[src/rtl/exec_sequencer.sv]
// exec_sequencer: four-state instruction sequencer (IDLE/FETCH/DECODE/EXEC).
// Steps one instruction at a time and raises the datapath strobes for the
// current opcode. It also keeps a saturating count of retired instructions.
//
// Ports
//   clock      in   system clock, rising edge
//   reset      in   asynchronous, active-high; returns to IDLE and clears retired
//   run        in   level; 1 = keep executing, 0 = stop at the next boundary
//   opcode     in   [3:0] instruction opcode, valid from DECODE onward
//   br_cond    in   [1:0] branch subtype: 00 BRE, 01 BRNE, 10 BRG, 11 BRGE
//   flag_reg   in   [3:0] flags: [0] carry, [1] negative, [2] overflow, [3] zero
//   mem_ready  in   data-memory completion handshake
//   ir_load    out  instruction-register load (FETCH)
//   pc_inc     out  PC increment (EXEC completion, no branch)
//   pc_branch  out  PC load from branch target (EXEC completion, jump/taken)
//   c14        out  flags-register write enable
//   reg_we     out  register-file write enable
//   mem_req    out  data-memory request
//   mem_we     out  data-memory write
//   state      out  [1:0] 00 IDLE, 01 FETCH, 10 DECODE, 11 EXEC (registered)
//   retired    out  [15:0] completed-instruction count, saturating (registered)
//
// The strobes are combinational from state and the instruction inputs, so the
// datapath sees them in the same cycle. An asynchronous reset forces state to
// IDLE, and in IDLE every strobe is low.
module exec_sequencer (
  input  logic        clock,
  input  logic        reset,
  input  logic        run,
  input  logic [3:0]  opcode,
  input  logic [1:0]  br_cond,
  input  logic [3:0]  flag_reg,
  input  logic        mem_ready,
  output logic        ir_load,
  output logic        pc_inc,
  output logic        pc_branch,
  output logic        c14,
  output logic        reg_we,
  output logic        mem_req,
  output logic        mem_we,
  output logic [1:0]  state,
  output logic [15:0] retired
);

  localparam int unsigned STATE_W   = 2;
  localparam int unsigned OPCODE_W  = 4;
  localparam int unsigned RETIRED_W = 16;

  localparam logic [OPCODE_W-1:0]  OP_SHIFT   = 4'b1100;
  localparam logic [OPCODE_W-1:0]  OP_CMP     = 4'b1101;
  localparam logic [OPCODE_W-1:0]  OP_JUMP    = 4'b1110;
  localparam logic [OPCODE_W-1:0]  OP_BRANCH  = 4'b1111;
  localparam logic [RETIRED_W-1:0] RETIRED_MAX = '1;

  typedef enum logic [STATE_W-1:0] {
    IDLE   = 2'b00,
    FETCH  = 2'b01,
    DECODE = 2'b10,
    EXEC   = 2'b11
  } state_t;

  state_t state_q;
  state_t state_d;
  logic   exec_done;

  // Opcode classification.
  logic is_mem;
  logic is_load;
  logic is_store;
  logic is_alu_wr;
  logic is_flag_wr;
  logic is_jump;
  logic is_branch;

  // Memory ops occupy 10xx: bit 1 selects STORE/STOREF over LOAD/LOADF.
  assign is_mem     = (opcode[3:2] == 2'b10);
  assign is_store   = is_mem &  opcode[1];
  assign is_load    = is_mem & ~opcode[1];
  // 0001..0111 and SHIFT write a register; CMP only updates flags.
  assign is_alu_wr  = ((opcode[3] == 1'b0) && (opcode != 4'b0000)) || (opcode == OP_SHIFT);
  assign is_flag_wr = (opcode[3:2] == 2'b01) || (opcode == OP_SHIFT) || (opcode == OP_CMP);
  assign is_jump    = (opcode == OP_JUMP);
  assign is_branch  = (opcode == OP_BRANCH);

  // Branch condition evaluated on the live flag register.
  logic flag_neg;
  logic flag_ovf;
  logic flag_zero;
  logic unused_carry;
  logic br_taken;

  assign flag_neg     = flag_reg[1];
  assign flag_ovf     = flag_reg[2];
  assign flag_zero    = flag_reg[3];
  assign unused_carry = flag_reg[0];

  always_comb begin
    br_taken = 1'b0;
    case (br_cond)
      2'b00:   br_taken = flag_zero;
      2'b01:   br_taken = ~flag_zero;
      2'b10:   br_taken = ~flag_zero & (flag_neg == flag_ovf);
      default: br_taken = (flag_neg == flag_ovf);
    endcase
  end

  // State register.
  always_ff @(posedge clock or posedge reset) begin
    if (reset) begin
      state_q <= IDLE;
    end else begin
      state_q <= state_d;
    end
  end

  // Next state and strobes.
  always_comb begin
    state_d   = state_q;
    exec_done = 1'b0;
    ir_load   = 1'b0;
    pc_inc    = 1'b0;
    pc_branch = 1'b0;
    c14       = 1'b0;
    reg_we    = 1'b0;
    mem_req   = 1'b0;
    mem_we    = 1'b0;

    case (state_q)
      IDLE: begin
        if (run) begin
          state_d = FETCH;
        end
      end

      FETCH: begin
        ir_load = 1'b1;
        state_d = DECODE;
      end

      DECODE: begin
        state_d = EXEC;
      end

      EXEC: begin
        // Memory ops hold EXEC with the request up until the handshake.
        if (is_mem) begin
          mem_req   = 1'b1;
          mem_we    = is_store;
          exec_done = mem_ready;
        end else begin
          exec_done = 1'b1;
        end

        // Run is only looked at here, so dropping it mid-instruction never aborts.
        if (exec_done) begin
          reg_we    = is_load | is_alu_wr;
          c14       = is_flag_wr;
          pc_branch = is_jump | (is_branch & br_taken);
          pc_inc    = ~pc_branch;
          state_d   = run ? FETCH : IDLE;
        end
      end

      default: begin
        state_d = IDLE;
      end
    endcase
  end

  assign state = STATE_W'(state_q);

  // Retired-instruction counter, saturating rather than wrapping.
  always_ff @(posedge clock or posedge reset) begin
    if (reset) begin
      retired <= '0;
    end else if (exec_done && (retired != RETIRED_MAX)) begin
      retired <= retired + RETIRED_W'(1);
    end
  end

endmodule

[config.mk]
export PLATFORM = sky130hd
export DESIGN_NAME = exec_sequencer
export DESIGN_NICKNAME = d
export VERILOG_FILES = /design/src/rtl/exec_sequencer.sv
export SDC_FILE = /design/constraint.sdc
export NUM_CORES = 1
export LEC_CHECK = 0
export ABC_AREA = 0
export CAP_MARGIN = 5
export CORE_ASPECT_RATIO = 0.7
export CORE_MARGIN = 2
export CORE_UTILIZATION = 41
export CTS_BUF_LIST = sky130_fd_sc_hd__clkbuf_4 sky130_fd_sc_hd__clkbuf_8
export CTS_CLUSTER_SIZE = 30
export DETAILED_ROUTE_END_ITERATION = 10
export GPL_TIMING_DRIVEN = 0
export PLACE_DENSITY = 0.78
export SYNTH_ARGS = -nofsm -noshare
export SYNTH_HDL_FRONTEND = slang
export SYNTH_SLANG_ARGS = --single-unit
[constraint.sdc]
create_clock -name clock -period 1.85 [get_ports clock]
set_clock_uncertainty 0.15 [all_clocks]
set_input_delay 0.555 -clock clock [delete_from_list [all_inputs] [get_ports clock]]
set_output_delay 0.555 -clock clock [all_outputs]
set_load 0.01 [all_outputs]
==> results of run 1 <==
state kept, by name (all words and copies together), names as in the netlist:
signal and count:
retired 16, state 2
cell type report:
type,instances,area share
clock buffer,4,0.0279
timing repair buffer,67,0.290
tap,34,0.0215
buffer,1,0.00253
inverter,7,0.0133
multi-input combinational,81,0.415
sequential,18,0.230
worst register-to-register path: stages (launching register included):
cell and delay [ns]:
sky130_fd_sc_hd__dfrtp_1 0.40, sky130_fd_sc_hd__ha_4 0.17, sky130_fd_sc_hd__buf_6 0.13, sky130_fd_sc_hd__and4_4 0.27, sky130_fd_sc_hd__nand3_4 0.17, sky130_fd_sc_hd__a311oi_2 0.35, sky130_fd_sc_hd__xor2_1 0.19
through the flow:
stage	setup WS, ns	cells	TNS (ns)	total power (W)
final	-0.451	212	-1.79	0.00218
after global routing	-0.505	212	-2.52	0.00228
after CTS	-0.371	205	-1.33	0.00191
after detailed placement	-1.14	178	-14.08	0.00140
after global placement	-1.14	178	-13.67	0.00137
after floorplan	-0.135	107	-0.269	0.00102
power by group through the flow:
stage               sequential [W]  combinational (W)  clock [W]
floorplan                 0.000630           0.000390          0
global placement          0.000598           0.000773          0
detailed placement        0.000605           0.000797          0
CTS                       0.000571            0.00100   0.000339
global route              0.000600            0.00131   0.000367
finish                    0.000590            0.00124   0.000347
synth_stat cells:
cell / instances / share of area
sky130_fd_sc_hd__mux2i_1: 1 / 0.0093
sky130_fd_sc_hd__nor4_1: 4 / 0.023
sky130_fd_sc_hd__a21oi_2: 1 / 0.0082
sky130_fd_sc_hd__nor3_1: 5 / 0.023
sky130_fd_sc_hd__ha_1: 5 / 0.058
sky130_fd_sc_hd__or3b_2: 1 / 0.0082
sky130_fd_sc_hd__nor2b_1: 2 / 0.012
sky130_fd_sc_hd__nor2_1: 5 / 0.018
sky130_fd_sc_hd__dfrtp_1: 18 / 0.42
sky130_fd_sc_hd__a221oi_1: 1 / 0.0082
sky130_fd_sc_hd__o2111ai_1: 1 / 0.0082
sky130_fd_sc_hd__o21ai_0: 2 / 0.0093
sky130_fd_sc_hd__a211oi_1: 2 / 0.014
sky130_fd_sc_hd__a311oi_1: 3 / 0.025
sky130_fd_sc_hd__and2_1: 1 / 0.0058
sky130_fd_sc_hd__a21oi_1: 4 / 0.019
sky130_fd_sc_hd__and4_1: 1 / 0.0082
sky130_fd_sc_hd__nor4_4: 1 / 0.020
sky130_fd_sc_hd__mux2_4: 1 / 0.014
sky130_fd_sc_hd__nand4_1: 1 / 0.0058
sky130_fd_sc_hd__a22oi_1: 1 / 0.0070
sky130_fd_sc_hd__and3b_1: 1 / 0.0082
sky130_fd_sc_hd__nand2_1: 9 / 0.032
sky130_fd_sc_hd__nand3_1: 6 / 0.028
sky130_fd_sc_hd__nor4b_1: 2 / 0.016
sky130_fd_sc_hd__xnor2_1: 2 / 0.016
sky130_fd_sc_hd__a21o_1: 1 / 0.0070
sky130_fd_sc_hd__xor2_1: 13 / 0.11
sky130_fd_sc_hd__and3_1: 1 / 0.0058
sky130_fd_sc_hd__nand4_2: 1 / 0.012
sky130_fd_sc_hd__a31oi_1: 1 / 0.0058
sky130_fd_sc_hd__inv_1: 7 / 0.025
sky130_fd_sc_hd__and4_2: 1 / 0.0093
sky130_fd_sc_hd__buf_2: 1 / 0.0047
metal layers:
metal | global-route usage | share of wire | vias to the layer above
met3 | 0.0695 | 0.057 | 24
li1 | - | - | 536
met2 | 0.410 | 0.50 | 50
met1 | 0.308 | 0.40 | 621
met5 | 0 | 0 | -
met4 | 0.117 | 0.038 | 0
how the worst max path moves through the flow:
stage / slack, ns / startpoint / depth (start not counted) / end
2_1_floorplan: -0.14 / flag_reg[2] / 4 / pc_branch
3_3_place_gp: -1.14 / flag_reg[2] / 6 / pc_branch
3_5_place_dp: -1.14 / br_cond[1] / 6 / pc_branch
4_1_cts: -0.37 / flag_reg[1] / 6 / pc_inc
5_1_grt: -0.50 / br_cond[0] / 6 / pc_inc
6_report: -0.45 / br_cond[0] / 6 / pc_inc
cell families after synthesis:
kind of cell | synth area share
compound gates | 0.111
xor+xnor | 0.123
fa+ha+maj | 0.0584
buf+inv | 0.0292
flops | 0.421
mux | 0.0234
simple gates | 0.235
timing repair:
item	in CTS	in global routing
setup endpoints to repair	41	23
cloned	0	0
pin swaps	13	13
resized for setup	117	33
setup buffers	23	7
==> impl.org, run 1 <==
** Run status
- The run finished, with violations left.
- The checks that failed: negative setup slack.

** Final layout
- Leaving out fill and tap cells, the most frequent cell in the layout is sky130_fd_sc_hd__buf_4.
- The repair_antennas step left the layout with diodes totalling 0.
- Once layout is done, the placed cells without fillers occupy 1970 um^2.
- Fill cell total of the finished layout :: 161
- In the layout the commonest cells are 23 x sky130_fd_sc_hd__buf_4, 16 x sky130_fd_sc_hd__dlygate4sd2_1, 15 x sky130_fd_sc_hd__buf_6, 15 x sky130_fd_sc_hd__dfrtp_1, 12 x sky130_fd_sc_hd__xor2_1.
- Across the whole layout, storage elements account for 454 um^2.
- Area growth syn-to-layout :: 84.3%
- Final cell utilization of the core :: 0.797
- Multi-input gate area :: 820 um^2
- Share of cells above drive strength 1 :: 0.522
- After the last flow step, the layout net total stands at 198.

** Setup path
- The worst register-to-register path begins at state[1].
- Among cell families on the critical path, the largest total delay comes from compound AO/OA/AOI/OAI gates.
- Worst path slowest cell :: sky130_fd_sc_hd__a221oi_2
- The worst setup path is of the input pin to output port kind.
- Maximum fanout along the worst path :: 2
- At the worst endpoint, the required time is 1.14 ns.
- Worst r2r dst :: retired[5]
- Kind of end point of the critical path :: output port
- For the worst flop-to-flop path, the logic depth is 6.
- The critical path goes through buf_8 > xor2_2 > a221oi_2 > o2111ai_2 > nor2b_2 > buf_2.
- The largest single stage delay on the critical path is 0.31 ns.
- Setup slack of the worst register-to-register path :: -0.05 ns
- For the worst setup path, the data arrival time is 1.60 ns.
- Number of buffer and inverter instances along the worst setup path :: 2
- The worst setup path is launched from an input pin.

** STA
- Number of endpoints failing setup at the final stage :: 11
- Actual transition at the worst max-transition pin :: 0.737 ns
- In the post-route analysis, the smallest setup slack over all paths is -0.451 ns.
- Count of pins over their slew limit :: 0
- Endpoints failing hold :: 0
- The worst path in the final design needs a cycle of 2.30 ns, including I/O delays and setup.
- RSZ-0062 raised after global routing :: yes
- Post-route clock period utilization :: 1.24
- Hold timing on the final database bottoms out at a slack of 0.339 ns.
- F_max :: 0.435 GHz
- Relative slew margins :: 0.508

** Clock tree
- Clock tree synthesis inserted a total of 3 buffers.
- # clock sinks :: 18
- Clock tree from TritonCTS :: built
- The longest clock path from root to sink contains 2 buffers.
- After clock tree synthesis, the clock-pin slew on the worst setup and hold paths is 0.07 ns.
- Clock Root Buffer :: sky130_fd_sc_hd__clkbuf_8
- CTS built an H-tree with a depth of 1.
- Count of hold buffers inserted by post-cts repair :: 0
- Insertion delay of the later-clocked pin in the worst-skew pair :: 0.27 ns

** Power
- Of the total power, the share spent switching nets is 0.403.
- In this run the static leakage power is 0.974 nW.
- The share of total power dissipated in combinational logic is 0.570.
- Of the total power, registers draw 0.271.
- Highest ir drop seen on vdd :: 1.02 mV
- Internal power component :: 0.00130 W
- Power per Cell Area :: 1100 nW/um^2
- Clock share of power :: 0.159
- Sw Pwr :: 0.000877 W

** Global routing
- The via count of the first global-routing pass is 1126.
- Number of antenna violations at the first check in global routing :: 0
- Maximum number of pins on one net before global-route repair :: 19
- For this run the aggregate overflow at the end of global routing stands at 0.
- For this run, the total global-route usage over all layers was measured as 0.246.
- The first global-routing pass estimated 5440 um of wire.

** Die
- DIE WIDTH :: 65.1 um
- Placeable core area :: 2480 um^2
- 39 I/O pins were placed.
- Height of the chip :: 46.8 um
- The initial utilization of the core area, before any placement, comes to 0.432.
- Die area :: 3040 um^2
- In this run the core area contains 15 standard-cell rows.

** Synthesis
- Gate Count Post-Synth :: 107
- In this run, distinct cell masters in the synthesized netlist total 34.
- Mean Syn Cell Area :: 10.0 um^2
- Sequential fraction of the synthesis area :: 0.421
- The cell area that synthesis handed to floorplanning was 1070 um^2.
- Synth warn :: 0
- Seq cells post-synth :: 18
- The number of nets in the synthesized netlist is 126.

** Hold path
- Along the worst hold path, the cell count comes to 1.
- Path category of the worst min-delay check :: register to register
- The path with the worst hold slack has its endpoint at retired[13].
- The startpoint identified for the worst hold timing path is retired[13].

** Routing
- Detailed-route wire length :: 4190 um
- In the final routed layout, each cell accounts on average for 19.8 um.
- Via count normalized by instance count :: 5.81
- Overall via count from detail_route :: 1231
- For this run, the detailed router's first-pass iteration total came to 4.
- Iteration-0 DRC count of the detailed router :: 102
- After detailed routing, the number of remaining DRC violations is 0.
- Antenna viol nets, final :: 0

** Job
- Max-cap viol count :: 0

** Placement
- After detailed placement, the total cell area comes to 1500 um^2.
- # port buffers :: 37
- HPWL Detailed :: 1990 um
- At the end of routability-driven placement, the weighted congestion stood at 0.820.
Note: power is estimated with default switching activity, not from simulation.
==> run 2: changes to the inputs <==
--- a/config.mk
+++ b/config.mk
@@ -9,12 +9,12 @@
 export CAP_MARGIN = 5
 export CORE_ASPECT_RATIO = 0.7
 export CORE_MARGIN = 2
-export CORE_UTILIZATION = 41
+export CORE_UTILIZATION = 46
 export CTS_BUF_LIST = sky130_fd_sc_hd__clkbuf_4 sky130_fd_sc_hd__clkbuf_8
 export CTS_CLUSTER_SIZE = 30
 export DETAILED_ROUTE_END_ITERATION = 10
 export GPL_TIMING_DRIVEN = 0
-export PLACE_DENSITY = 0.78
+export PLACE_DENSITY = 0.82
 export SYNTH_ARGS = -nofsm -noshare
 export SYNTH_HDL_FRONTEND = slang
 export SYNTH_SLANG_ARGS = --single-unit
==> constraint.sdc (replaced) <==
create_clock -name clock -period 2.52 [get_ports clock]
set_clock_uncertainty 0.15 [all_clocks]
set_input_delay 0.756 -clock clock [delete_from_list [all_inputs] [get_ports clock]]
set_output_delay 0.756 -clock clock [all_outputs]
set_load 0.01 [all_outputs]
==> impl.org, run 2 (synthesized netlist as in run 1, its figures left out) <==
** Run status
- Outcome: complete, but fails checks (unchanged).
- Violated checks :: negative setup slack (unchanged)

** Final layout
- FF/Latch Area :: 452 um^2 (was 454 um^2)
- Number of inserted diodes :: 0 (unchanged)
- The area growth from synthesis to layout was 48.8% (was 84.3%).
- The end-of-flow core utilization was 0.734 (was 0.797).
- Share of cells above drive strength 1 :: 0.252 (was 0.522)
- Flip-flop count of the largest register, all copies and words added :: 16 (unchanged)
- Commonest cells after routing, fill and taps aside: 21 x sky130_fd_sc_hd__clkdlybuf4s50_1, 17 x sky130_fd_sc_hd__dfrtp_1, 12 x sky130_fd_sc_hd__xor2_1 (was 23 x sky130_fd_sc_hd__buf_4, 16 x sky130_fd_sc_hd__dlygate4sd2_1, 15 x sky130_fd_sc_hd__buf_6, 15 x sky130_fd_sc_hd__dfrtp_1, 12 x sky130_fd_sc_hd__xor2_1).
- Layout net count :: 175 (was 198)
- The count of placed standard cells in the final layout, fillers left out was 187 (was 212).
- Fill cell total of the finished layout :: 177 (was 161)
- The combined area of the multi-input logic cells was 643 um^2 (was 820 um^2).
- Most frequent standard cell in the layout excluding fill and tap cells :: sky130_fd_sc_hd__clkdlybuf4s50_1 (was sky130_fd_sc_hd__buf_4)
- Biggest register :: retired (unchanged)

** STA
- The hold violation count in the final report came to 0 (unchanged).
- The number of pins with negative max-slew slack in the final report was 0 (unchanged).
- The accumulated negative setup slack was -0.139 ns (was -1.79 ns).
- In the finished design, the share of the clock period the worst path needs comes to 1.03.
- Relative slew margins :: 0.541 (was 0.508)
- The final count of negative-setup-slack endpoints came to 2 (was 11).
- Actual transition at the worst max-transition pin :: 0.688 ns (was 0.737 ns)
- RSZ-0062 raised after global routing: yes (unchanged).
- For this run, the top clock speed supported by timing is 0.384 GHz.
- For the finished layout, the period the worst path requires is 2.61 ns.
- Worst Hold Margin :: 0.355 ns (was 0.339 ns)
- Fin worst setup slack :: -0.0875 ns (was -0.451 ns)

** Placement
- Instance count after placement with tap cells included :: 176 (was 178)
- The final RePlAce weighted congestion is 0.742 (was 0.820).
- # port buffers :: 37 (unchanged)
- The post-detailed-placement half-perimeter wirelength was 1940 um (was 1990 um).

** Die
- Initial core utilization :: 0.493 (was 0.432)
- The boundary pin count came to 39 (unchanged).
- The height of the die was 44.4 um (was 46.8 um).
- The area inside the core boundary is 2170 um^2 (was 2480 um^2).
- The number of core rows came to 14 (was 15).
- DIE WIDTH :: 61.7 um (was 65.1 um)
- The die outline area was 2740 um^2 (was 3040 um^2).

** Setup path
- The arrival time of the worst setup path was 1.70 ns (was 1.60 ns).
- The endpoint of the lowest-slack register-to-register path is retired[15] (was retired[5]).
- The number of cells on the worst reg-to-reg path came to 5 (was 6).
- Worst path slowest cell :: sky130_fd_sc_hd__a221oi_2 (unchanged)
- The peak fanout along the critical path is 2 (unchanged).
- Worst setup path class :: input pin to output port (unchanged)
- Critical path, cell by cell: buf_8 > xor2_2 > a221oi_2 > o2111ai_2 > nor2b_1 > buf_2 (was buf_8 > xor2_2 > a221oi_2 > o2111ai_2 > nor2b_2 > buf_2).
- Number of buffer and inverter instances along the worst setup path :: 2 (unchanged)
- The delay of the slowest cell on the worst path is 0.27 ns (was 0.31 ns).
- The startpoint of the lowest-slack register-to-register path was state[1] (unchanged).
- The critical path data required time was 1.61 ns (was 1.14 ns).
- Kind of end point of the critical path :: output port (unchanged)
- Setup slack of the worst register-to-register path :: 0.52 ns (was -0.05 ns)
- The critical path launch point type is an input pin (unchanged).
- Cell type group with the largest total delay on the critical path :: compound AO/OA/AOI/OAI gates (unchanged)

** Routing
- Wire length on met2 :: 1360 um (was 2110 um)
- The highest metal layer used by the detailed router was met4 (unchanged).
- The via-per-instance ratio was 5.61 (was 5.81).
- The routed length on met1 was 1230 um (was 1690 um).
- Average wire per cell in the routed design :: 14.7 um (was 19.8 um)
- Detailed-route wire length :: 2760 um (was 4190 um)
- Overall via count from detail_route :: 1049 (was 1231)
- Routed length on met3 :: 138 um (was 237 um)
- Remaining design rule violation count :: 0 (unchanged)
- The post-detailed-route count of antenna-violating nets is 0 (unchanged).
- The count of routing violations after the opening detailed-route iteration is 48 (was 102).
- The iteration count of the initial detailed-routing pass came to 4 (unchanged).

** Power
- Highest ir drop seen on vdd :: 0.665 mV (was 1.02 mV)
- Overall Power :: 0.00128 W (was 0.00218 W)
- The reported leakage power came to 0.795 nW (was 0.974 nW).
- The power density over cell area was 804 nW/um^2 (was 1100 nW/um^2).

** Hold path
- Hold Path Origin :: retired[13] (unchanged)
- Hold EP :: retired[13] (unchanged)
- The type of the most critical hold path is register to register (unchanged).
- Cells on Worst Hold Path :: 1 (unchanged)

** Job
- The number of max-capacitance violations reported was 0 (unchanged).

** Clock tree
- The TritonCTS buffer count was 3 (unchanged).
- Count of hold buffers inserted by post-cts repair :: 0 (unchanged)
- Clock tree from TritonCTS :: built (unchanged)
- Insertion delay of the later-clocked pin in the worst-skew pair :: 0.30 ns (was 0.27 ns)
- Clock transition at the registers of the reported paths :: 0.09 ns (was 0.07 ns)
- The maximum buffer depth of the clock tree is 2 (unchanged).
- H-tree levels :: 1 (unchanged)
- The number of clock sinks was 18 (unchanged).
- The root cell of the clock tree was sky130_fd_sc_hd__clkbuf_4 (was sky130_fd_sc_hd__clkbuf_8).

** Global routing
- The largest net degree at the start of global routing is 19 (unchanged).
- Via count of the first global-routing pass :: 948 (was 1126)
- Wire length of the first global-routing pass :: 4200 um (was 5440 um)
- Aggregate global routing overflow :: 0 (unchanged)
- The number of antenna violations at the first check in global routing is 0 (unchanged).
- All-layer global routing usage :: 0.211 (was 0.246)
[run 2: cell types whose count changed in the layout (fill, tap and decap cells not counted), moves of 4 or more]
| cell | before | now |
|---|---|---|
| sky130_fd_sc_hd__dlygate4sd2_1 | 16 | 3 |
| sky130_fd_sc_hd__nor4_1 | 0 | 4 |
| sky130_fd_sc_hd__nor3_1 | 0 | 4 |
| sky130_fd_sc_hd__clkdlybuf4s50_1 | 2 | 21 |
| sky130_fd_sc_hd__buf_6 | 15 | 2 |
| sky130_fd_sc_hd__buf_4 | 23 | 8 |
[run 2: layout make-up]
cell class / instances / area share
Buffer: 1 / 0.00314
Clock buffer: 4 / 0.0228
Inverter: 7 / 0.0165
Multi-Input combinational cell: 81 / 0.403
Sequential cell: 18 / 0.283
Tap cell: 32 / 0.0251
Timing Repair Buffer: 44 / 0.246
[run 2: layer usage]
layer	global-route usage	up-vias
li1	-	485
met1	0.270	514
met2	0.358	44
met3	0.0526	6
met4	0.0511	0
met5	0	-
[run 2: worst max-delay path by stage]
stage | slack (ns) | end | depth (start not counted) | from
6_report | -0.09 | pc_inc | 6 | br_cond[0]
5_1_grt | -0.13 | pc_inc | 6 | br_cond[0]
3_5_place_dp | -0.95 | pc_branch | 5 | opcode[3]
4_1_cts | -0.15 | reg_we | 4 | opcode[0]
3_3_place_gp | -0.92 | reg_we | 5 | opcode[3]
2_1_floorplan | 0.12 | pc_branch | 3 | opcode[2]
[run 2: power breakdown]
part / switching, W / internal [W]
registers: 0.0000970 / 0.000360
clock network: 0.0000909 / 0.0000883
logic: 0.000302 / 0.000343
total: 0.000490 / 0.000792
[run 2: timing repair]
item	in CTS	in global routing
pin swaps	7	6
resized for setup	49	18
setup buffers	3	4
setup endpoints to repair	6	5
[run 2: per-stage QoR]
step	worst slack, ns	instance area, um^2
floorplan	0.120	1070
global placement	-0.921	1480
detailed placement	-0.953	1480
CTS	-0.153	1540
global route	-0.127	1590
finish	-0.0875	1590
